<file path="config.mk">
export PLATFORM = sky130hd
export DESIGN_NAME = adder_err_monitor
export DESIGN_NICKNAME = d
export VERILOG_FILES = /design/src/rtl/adder_eval_pkg.sv /design/src/rtl/eval_lfsr32.sv /design/src/rtl/adder_err_monitor.sv
export SDC_FILE = /design/constraint.sdc
export NUM_CORES = 1
export LEC_CHECK = 0
export CORE_ASPECT_RATIO = 0.7
export CORE_MARGIN = 2
export CORE_UTILIZATION = 49
export CTS_BUF_LIST = sky130_fd_sc_hd__clkbuf_8 sky130_fd_sc_hd__clkbuf_16
export DETAILED_ROUTE_END_ITERATION = 10
export DONT_BUFFER_PORTS = 1
export PLACE_DENSITY = 0.71
export SYNTH_ARGS = -nofsm -noshare
export SYNTH_HDL_FRONTEND = slang
export SYNTH_SLANG_ARGS = --single-unit
</file>
<file path="constraint.sdc">
create_clock -name clk -period 22.4 [get_ports clk]
set_input_delay 4.48 -clock clk [delete_from_list [all_inputs] [get_ports clk]]
set_output_delay 4.48 -clock clk [all_outputs]
set_load 0.01 [all_outputs]
</file>
<file path="src/rtl/adder_eval_pkg.sv">
// Shared types and constants for the approximate-adder error monitor.
// Holds the run FSM encoding, the operand LFSR polynomial and default seeds.
package adder_eval_pkg;

  typedef enum logic [1:0] {
    IDLE  = 2'd0,
    RUN   = 2'd1,
    DRAIN = 2'd2,
    DONE  = 2'd3
  } state_t;

  // Right-shifting Galois form of x^32 + x^22 + x^2 + x + 1.
  localparam logic [31:0] LFSR_POLY      = 32'h8020_0003;
  localparam logic [31:0] DEFAULT_SEED_A = 32'hACE1_1234;
  localparam logic [31:0] DEFAULT_SEED_B = 32'h5EED_0001;

  function automatic logic [31:0] lfsr_step(input logic [31:0] s);
    return {1'b0, s[31:1]} ^ (s[0] ? LFSR_POLY : 32'h0);
  endfunction

endpackage

</file>
<file path="src/rtl/eval_lfsr32.sv">
// 32-bit Galois LFSR operand source with synchronous reload and step enable.
// Reset returns the register to RST_SEED, which the parent ties to its seed port.
module eval_lfsr32
  import adder_eval_pkg::*;
#(
  parameter logic [31:0] RST_SEED = DEFAULT_SEED_A
) (
  input  logic        clk,
  input  logic        rst,
  input  logic        load,
  input  logic [31:0] seed,
  input  logic        advance,
  output logic [31:0] q
);

  // NOTE: sequential state is written only with non-blocking assignments.
  always_ff @(posedge clk or posedge rst) begin
    if (rst) begin
      q <= RST_SEED;
    end else if (load) begin
      q <= seed;
    end else if (advance) begin
      q <= lfsr_step(q);
    end
  end

endmodule

</file>
<file path="src/rtl/adder_err_monitor.sv">
// Drives pseudo-random operands into an external approximate adder and
// accumulates error-distance statistics (count, large count, sum, max).
module adder_err_monitor
  import adder_eval_pkg::*;
#(
  parameter int          N      = 16,
  parameter int          K      = 12,
  parameter int          CNT_W  = 32,
  parameter int          ACC_W  = 48,
  parameter int          USE_CO = 0,
  parameter logic [31:0] SEED_A = DEFAULT_SEED_A,
  parameter logic [31:0] SEED_B = DEFAULT_SEED_B
) (
  input  logic             clk,
  input  logic             rst,
  input  logic             start,
  input  logic [CNT_W-1:0] num_samples,
  output logic [N-1:0]     op_a,
  output logic [N-1:0]     op_b,
  output logic             op_valid,
  input  logic [N-1:0]     approx_sum,
  input  logic             approx_co,
  output logic             busy,
  output logic             done,
  output logic [CNT_W-1:0] err_count,
  output logic [CNT_W-1:0] large_err_count,
  output logic [ACC_W-1:0] sum_ed,
  output logic [N:0]       max_ed
);

  localparam int SUM_W = ((ACC_W > N + 1) ? ACC_W : N + 1) + 1;

  state_t           state, state_nxt;
  logic [CNT_W-1:0] remaining;
  logic             drain_cnt;
  logic             accept, issue;
  logic [31:0]      lfsr_a_q, lfsr_b_q;
  logic [N:0]       exact, approx_v, ed;
  logic [N:0]       ed_q;
  logic             ed_v;
  logic [SUM_W-1:0] sum_ext;
  logic [ACC_W-1:0] sum_nxt;
  logic             unused_lfsr_bits;

  assign accept = start && ((state == IDLE) || (state == DONE));
  assign issue  = (state == RUN) && (remaining != '0);
  assign busy   = (state == RUN) || (state == DRAIN);

  eval_lfsr32 #(.RST_SEED(SEED_A)) u_lfsr_a (
    .clk     (clk),
    .rst     (rst),
    .load    (accept),
    .seed    (SEED_A),
    .advance (issue),
    .q       (lfsr_a_q)
  );

  eval_lfsr32 #(.RST_SEED(SEED_B)) u_lfsr_b (
    .clk     (clk),
    .rst     (rst),
    .load    (accept),
    .seed    (SEED_B),
    .advance (issue),
    .q       (lfsr_b_q)
  );

  // Only the low N bits feed the adder; the rest of each LFSR is pure state.
  assign unused_lfsr_bits = ^{lfsr_a_q[31:N], lfsr_b_q[31:N]};

  always_ff @(posedge clk or posedge rst) begin
    if (rst) state <= IDLE;
    else     state <= state_nxt;
  end

  // NOTE: every always_comb output gets a default first so no latch is inferred.
  always_comb begin
    state_nxt = state;
    unique case (state)
      IDLE, DONE: if (start) state_nxt = (num_samples == '0) ? DONE : RUN;
      RUN:        if (remaining == '0) state_nxt = DRAIN;
      DRAIN:      if (drain_cnt) state_nxt = DONE;
      default:    state_nxt = IDLE;
    endcase
  end

  always_comb begin
    exact    = {1'b0, op_a} + {1'b0, op_b};
    approx_v = {approx_co, approx_sum};
    if (USE_CO == 0) begin
      exact[N]    = 1'b0;
      approx_v[N] = 1'b0;
    end
    ed = (approx_v >= exact) ? (approx_v - exact) : (exact - approx_v);
  end

  // Widened add so saturation is detected even when ACC_W is narrower than ED.
  always_comb begin
    sum_ext = SUM_W'(sum_ed) + SUM_W'(ed_q);
    sum_nxt = (sum_ext > SUM_W'({ACC_W{1'b1}})) ? {ACC_W{1'b1}} : sum_ext[ACC_W-1:0];
  end

  always_ff @(posedge clk or posedge rst) begin
    if (rst) begin
      remaining       <= '0;
      drain_cnt       <= 1'b0;
      op_valid        <= 1'b0;
      op_a            <= '0;
      op_b            <= '0;
      ed_q            <= '0;
      ed_v            <= 1'b0;
      done            <= 1'b0;
      err_count       <= '0;
      large_err_count <= '0;
      sum_ed          <= '0;
      max_ed          <= '0;
    end else begin
      op_valid  <= issue;
      drain_cnt <= (state == DRAIN) ? ~drain_cnt : 1'b0;
      done      <= (state_nxt == DONE);
      ed_q      <= ed;
      ed_v      <= op_valid;

      if (issue) begin
        op_a      <= lfsr_a_q[N-1:0];
        op_b      <= lfsr_b_q[N-1:0];
        remaining <= remaining - CNT_W'(1);
      end

      if (accept) begin
        remaining       <= num_samples;
        err_count       <= '0;
        large_err_count <= '0;
        sum_ed          <= '0;
        max_ed          <= '0;
      end else if (ed_v) begin
        if ((ed_q != '0) && (err_count != '1))
          err_count <= err_count + CNT_W'(1);
        if (((ed_q >> K) != '0) && (large_err_count != '1))
          large_err_count <= large_err_count + CNT_W'(1);
        sum_ed <= sum_nxt;
        if (ed_q > max_ed) max_ed <= ed_q;
      end
    end
  end

endmodule

</file>
; After elaboration in Yosys (flattened, before gate mapping)
; Cells that the tools add are included.
[totals]
register_bits = 280
latchBits = 0
ram_bits = 0
rom_bits = 0
inputBits = 52
out_inout_bits = 164
wordCells = 82
mem_count = 0
[op_classes]
addsub = 7
mul = 0
div = 0
magnitude_cmp = 3
n_eq_ne = 6
shift = 0
mux = 27
bitwise_logic = 3
reduce_logical = 21
[op_table]
columns = cell, count
row1 = $mux W32, 14
row2 = $mux W48, 3
row3 = $mux W17, 4
row4 = $add A32 B1 Y32 const B, 2
row5 = $logic_not A32 Y1, 2
row6 = $ne A32 B32 Y1 const B, 2
row7 = $xor A31 B32 Y32, 2
row8 = $add A48 B17 Y49, 1
row9 = $gt A49 B48 Y1 const B, 1
row10 = $reduce_bool A17 Y1, 2
row11 = $sub A16 B16 Y17, 2
row12 = $reduce_bool A32 Y1, 1
row13 = $sub A32 B1 Y32 const B, 1
row14 = $gt A17 B17 Y1, 1
row15 = $add A16 B16 Y16, 1
row16 = $ge A16 B16 Y1, 1
row17 = $reduce_bool A2 Y1, 5
row18 = $mux W2, 4
row19 = $eq A2 B2 Y1 const B, 3
row20 = $pmux W2 S3, 1
row21 = $reduce_and A2 Y1, 3
row22 = $logic_and A1 B1 Y1, 4
row23 = $eq A2 B1 Y1 const B, 1
row24 = $logic_not A2 Y1, 1
row25 = other kinds (4), 5

; Logic depth before layout (Yosys ltp)
[depth]
ltp_word = 5
ltp_mapped = 24
depth_no_buf = 22

; By module
; Synthesis repeated with hierarchy kept, for this count alone.
[hier_totals]
hier_cells = 1884
hier_area_um2 = 16910.0
[modules_own_cells]
columns = module, instances, cells_per_inst, area_per_inst_um2, seq_area_each_um2
row1 = adder_err_monitor, 1, 1596, 13813.2, 5405.2
row2 = eval_lfsr32 (u_lfsr_a), 1, 144, 1549.0, 817.0
row3 = eval_lfsr32 (u_lfsr_b), 1, 144, 1547.7, 815.8

; Worst setup path after synthesis
; Ideal clock, no wire load.
[synth_path]
path_type = input port to flip-flop
startpoint = input approx_sum[7]
endpoint = register ed_q[11]
setup_ns = 0.133
t_arrival_ns = 6.675
t_required_ns = 22.267
slack_ns = 15.591
path_stages = 13
path_buffers = 2
path_cell_list = inv_1 ha_1 clkbuf_1 nand4_1 nor3_1 a41o_1 nor3_1 a21oi_2 buf_2 nor2_1 a21oi_1 a21oi_1 xnor2_1
[synth_between]
elab_chain_cells = 2
elab_cells_between_ends = 4
cone_classes = 2 x add/sub / 1 x order compare / 1 x mux
[synth_rtl]
columns = item, line_no
row1 = "start, declared", adder_err_monitor.sv:21  ; input logic [N-1:0] approx_sum,
row2 = $sub A16 B16 Y17 / $ge A16 B16 Y1 (equally long branches), adder_err_monitor.sv:93  ; ed = (approx_v >= exact) ? (approx_v - exact) : (exact - approx_v);
row3 = $mux W17 (*), adder_err_monitor.sv:93
row4 = net ed[11], adder_err_monitor.sv:38  ; logic [N:0] exact, approx_v, ed;
row5 = "end signal, assigned", adder_err_monitor.sv:109  ; ed_q <= '0;
row6 = "end signal, assigned", adder_err_monitor.sv:120  ; ed_q <= ed;
row7 = "end, declared", adder_err_monitor.sv:39  ; logic [N:0] ed_q;
; Mark *: on every way through the listed nets, which the timed path passes. The rest lies on a longest branch.
; A chain may end at the register's enable or synchronous reset.

; Final worst setup path
[layout_path]
startpoint = input approx_sum[9]
endpoint = register ed_q[16]
; Same word-level chain as after synthesis.

==> impl_summary.log <==
INFO  metric yosys_register_bits = 280
INFO  metric grt_setup_unrepaired = false
INFO  metric area_after_dpl = 0.0162 mm²
INFO  metric gp_routability_congestion = 0.893
INFO  metric detailedRoute.firstIterationViolations = 1057
INFO  metric die_w = 219 µm
INFO  metric final_critical_path_setup_slack = 14920 ps
INFO  metric place.port_buffers = 0
INFO  metric crit_required = 22800 ps
INFO  metric timing.critical_path.to_type = flop
INFO  metric power.leakage = 0.00794 µW
INFO  metric synth.top_cell.area_share = 40.2%
INFO  metric max_cap_viol_count = 0
INFO  metric layout_commonest_cell = sky130_fd_sc_hd__nand2_1
INFO  metric die_y = 155 µm
INFO  metric ff2ff_setup_slack = 16490 ps
INFO  metric antenna_cells = 0
INFO  metric yosysUniqueCellTypes = 74
INFO  metric setup_viol = 0
INFO  metric grt_first_pass_wirelength = 64400 µm
INFO  metric antenna_violations_before_repair = 0
INFO  metric relSlewSlack = 19.5%
INFO  metric io_pins = 216
INFO  metric critPathKind = in2reg
INFO  metric clock_tree_from_tritoncts = done
INFO  metric grt_use_total = 23.2%
INFO  metric drive_above_1_share = 6.91%
INFO  metric power_density = 149 mW/mm²
INFO  metric status = completed
INFO  metric slew_violations = 0
INFO  metric cts.htree.levels = 1
INFO  metric initial_core_util = 49.4%
INFO  metric critPathArrivalTime = 7880 ps
INFO  metric finish.instance_area = 0.0173 mm²
INFO  metric cts_root_buf = sky130_fd_sc_hd__clkbuf_16
INFO  metric syn_avg_cell_area = 9.00 µm²
INFO  metric timing.clock.skew = 30.4 ps
INFO  metric dr_total_vias = 12800
INFO  metric cts_made_buffers = 29
INFO  metric routed_wire_length_per_instance = 18.3 µm
INFO  metric ys.warnings.count = 0
INFO  metric postRouteAntennaNets = 0
INFO  metric worst_hold_path_type = reg2reg
INFO  metric ctsLongestPathBuffers = 3
INFO  metric predominant_post_synthesis_flop_cell = sky130_fd_sc_hd__dfrtp_1
INFO  metric clock_sink_count = 280
INFO  metric critical_path_peak_fanout = 23
INFO  metric critical_path.startpoint_type = input port
INFO  metric min_period = 7480 ps
INFO  metric cts_setup_buffers = 0
INFO  metric final_net_count = 1873
INFO  metric placeableCoreArea = 0.0321 mm²
INFO  metric hold_viol = 0
INFO  metric detailed_place_hpwl = 28100 µm
INFO  metric placement_rows = 55
INFO  metric dieArea = 0.0339 mm²
INFO  metric worst_hold_slack = 437 ps
INFO  metric worst_skew_pair_latency = 570 ps
INFO  metric grt.overflow.total = 0
INFO  metric period_share = 33.4%
INFO  metric grt_pass1_vias = 12100
INFO  metric setup-tns-final = 0 ps
INFO  metric via_per_inst = 5.88
INFO  metric largest_cells_by_area_after_synthesis = sky130_fd_sc_hd__dfrtp_1 (40%), sky130_fd_sc_hd__nand2_1 (6.9%), sky130_fd_sc_hd__ha_1 (6.9%)
INFO  metric fmax = 0.134 GHz
INFO  metric preCtsSetupSlack = 14470 ps
INFO  metric drcViolationCount = 0
INFO  metric vdd.ir_drop.worst = 0.130 mV
INFO  metric worstMarginPinSlew = 1210 ps
INFO  metric syn_to_final_growth = 9.12%
INFO  metric post_cts_resize_count = 0
INFO  metric synth-edff-count = 0
INFO  metric grt_max_degree = 145
INFO  metric synth_area_leader_cell = sky130_fd_sc_hd__dfrtp_1
INFO  metric wl = 40000 µm
INFO  metric register_clock_pin_slew_on_the_reported_worst_setup_and_hold_paths = 60 ps
INFO  metric synth_nets = 1909
INFO  metric post_synth_inst_count = 1766
INFO  metric mostFrequentLayoutCells = sky130_fd_sc_hd__nand2_1 (292), sky130_fd_sc_hd__dfrtp_1 (255), sky130_fd_sc_hd__a21oi_1 (129)
INFO  metric drtPass1Iterations = 5
INFO  metric layout.core_utilization = 53.9%
INFO  metric post_synthesis_cell_area = 0.0159 mm²
INFO  metric cts_hold_buffers = 0
INFO  metric synth-async-reset-ratio = 100%
INFO  metric yosysSeqAreaShare = 44.3%
-- path summary, 6_finish.rpt --
kind / startpoint / end / cells past startpoint
setup reg to reg: op_a[1] / ed_q[16] / 17
hold reg to reg: drain_cnt / drain_cnt / 1
max in group asynchronous: rst / u_lfsr_b.q[14] / 2
hold / removal: drain_cnt / drain_cnt / 1
setup / recovery: approx_sum[9] / ed_q[16] / 9
min in group asynchronous: rst / large_err_count[22] / 1
-- cells by family (layout without fill, tap and decap cells) --
family                   after synthesis  after routing  share of synthesized area (%)
AND/OR/NAND/NOR                      705            705                           21.3
AO/OA/AOI/OAI                        386            386                           14.9
flip-flops                           280            280                           44.3
buffers and inverters                163            149                           4.18
XOR/XNOR                             129            129                           7.11
adder cells (fa/ha/maj)               91             91                           7.35
multiplexers                          12             12                          0.780
-- final cells by class --
class | count | area, µm²
clock buffer | 32 | 767
inverter | 86 | 330
multi-input combinational | 1323 | 8200
fill | 2834 | 14800
clock inverter | 21 | 398
timing repair buffer | 10 | 75.1
tap | 427 | 534
sequential | 280 | 7040
-- metrics by stage --
stage / total power [µW] / cells
final: 2590 / 2179
after global placement: 1960 / 2126
after global routing: 2790 / 2179
after detailed placement: 2000 / 2126
after CTS: 2590 / 2179
after floorplan: 1730 / 1766
-- sequential cells by signal (all words and copies together), names as in the netlist, 16 cells and up --
name,count
large_err_count,32
remaining,32
sum_ed,48
op_a,16
u_lfsr_a.q,32
max_ed,17
u_lfsr_b.q,32
op_b,16
ed_q,17
err_count,32
-- critical path, cell delays in order --
cell                       delay, ps
sky130_fd_sc_hd__inv_1            30
sky130_fd_sc_hd__ha_1            480
sky130_fd_sc_hd__nand4_1         210
sky130_fd_sc_hd__nor3_1          460
sky130_fd_sc_hd__a41o_1          290
sky130_fd_sc_hd__nor3_1           70
sky130_fd_sc_hd__a21oi_2         900
sky130_fd_sc_hd__inv_1           380
sky130_fd_sc_hd__a221oi_1        560
-- where the power goes --
group / internal (µW) / leakage, µW / switching (µW)
Clock: 374 / 0.000577 / 212
Sequential: 675 / 0.00363 / 174
Combinational: 434 / 0.00373 / 718
Total: 1480 / 0.00794 / 1100
-- metal layers --
layer	track usage [%]	share of wire, %	routed length [µm]	vias up
li1	-	-	-	6082
met1	33.8	46	18500	6268
met2	34.9	44	17800	412
met3	5.49	7.2	2860	53
met4	5.79	2.0	801	0
met5	0	0	0	-
-- synth_stat cells, drive strengths merged (33+ instances only) --
| master | instances |
|---|---|
| a21o | 38 |
| a21oi | 131 |
| clkbuf | 56 |
| dfrtp | 255 |
| ha | 87 |
| inv | 86 |
| nand2 | 295 |
| nand3 | 87 |
| nor2 | 121 |
| nor3 | 33 |
| o21ai | 100 |
| xnor2 | 63 |
| xor2 | 66 |
Note: power is estimated with default switching activity, not from simulation.
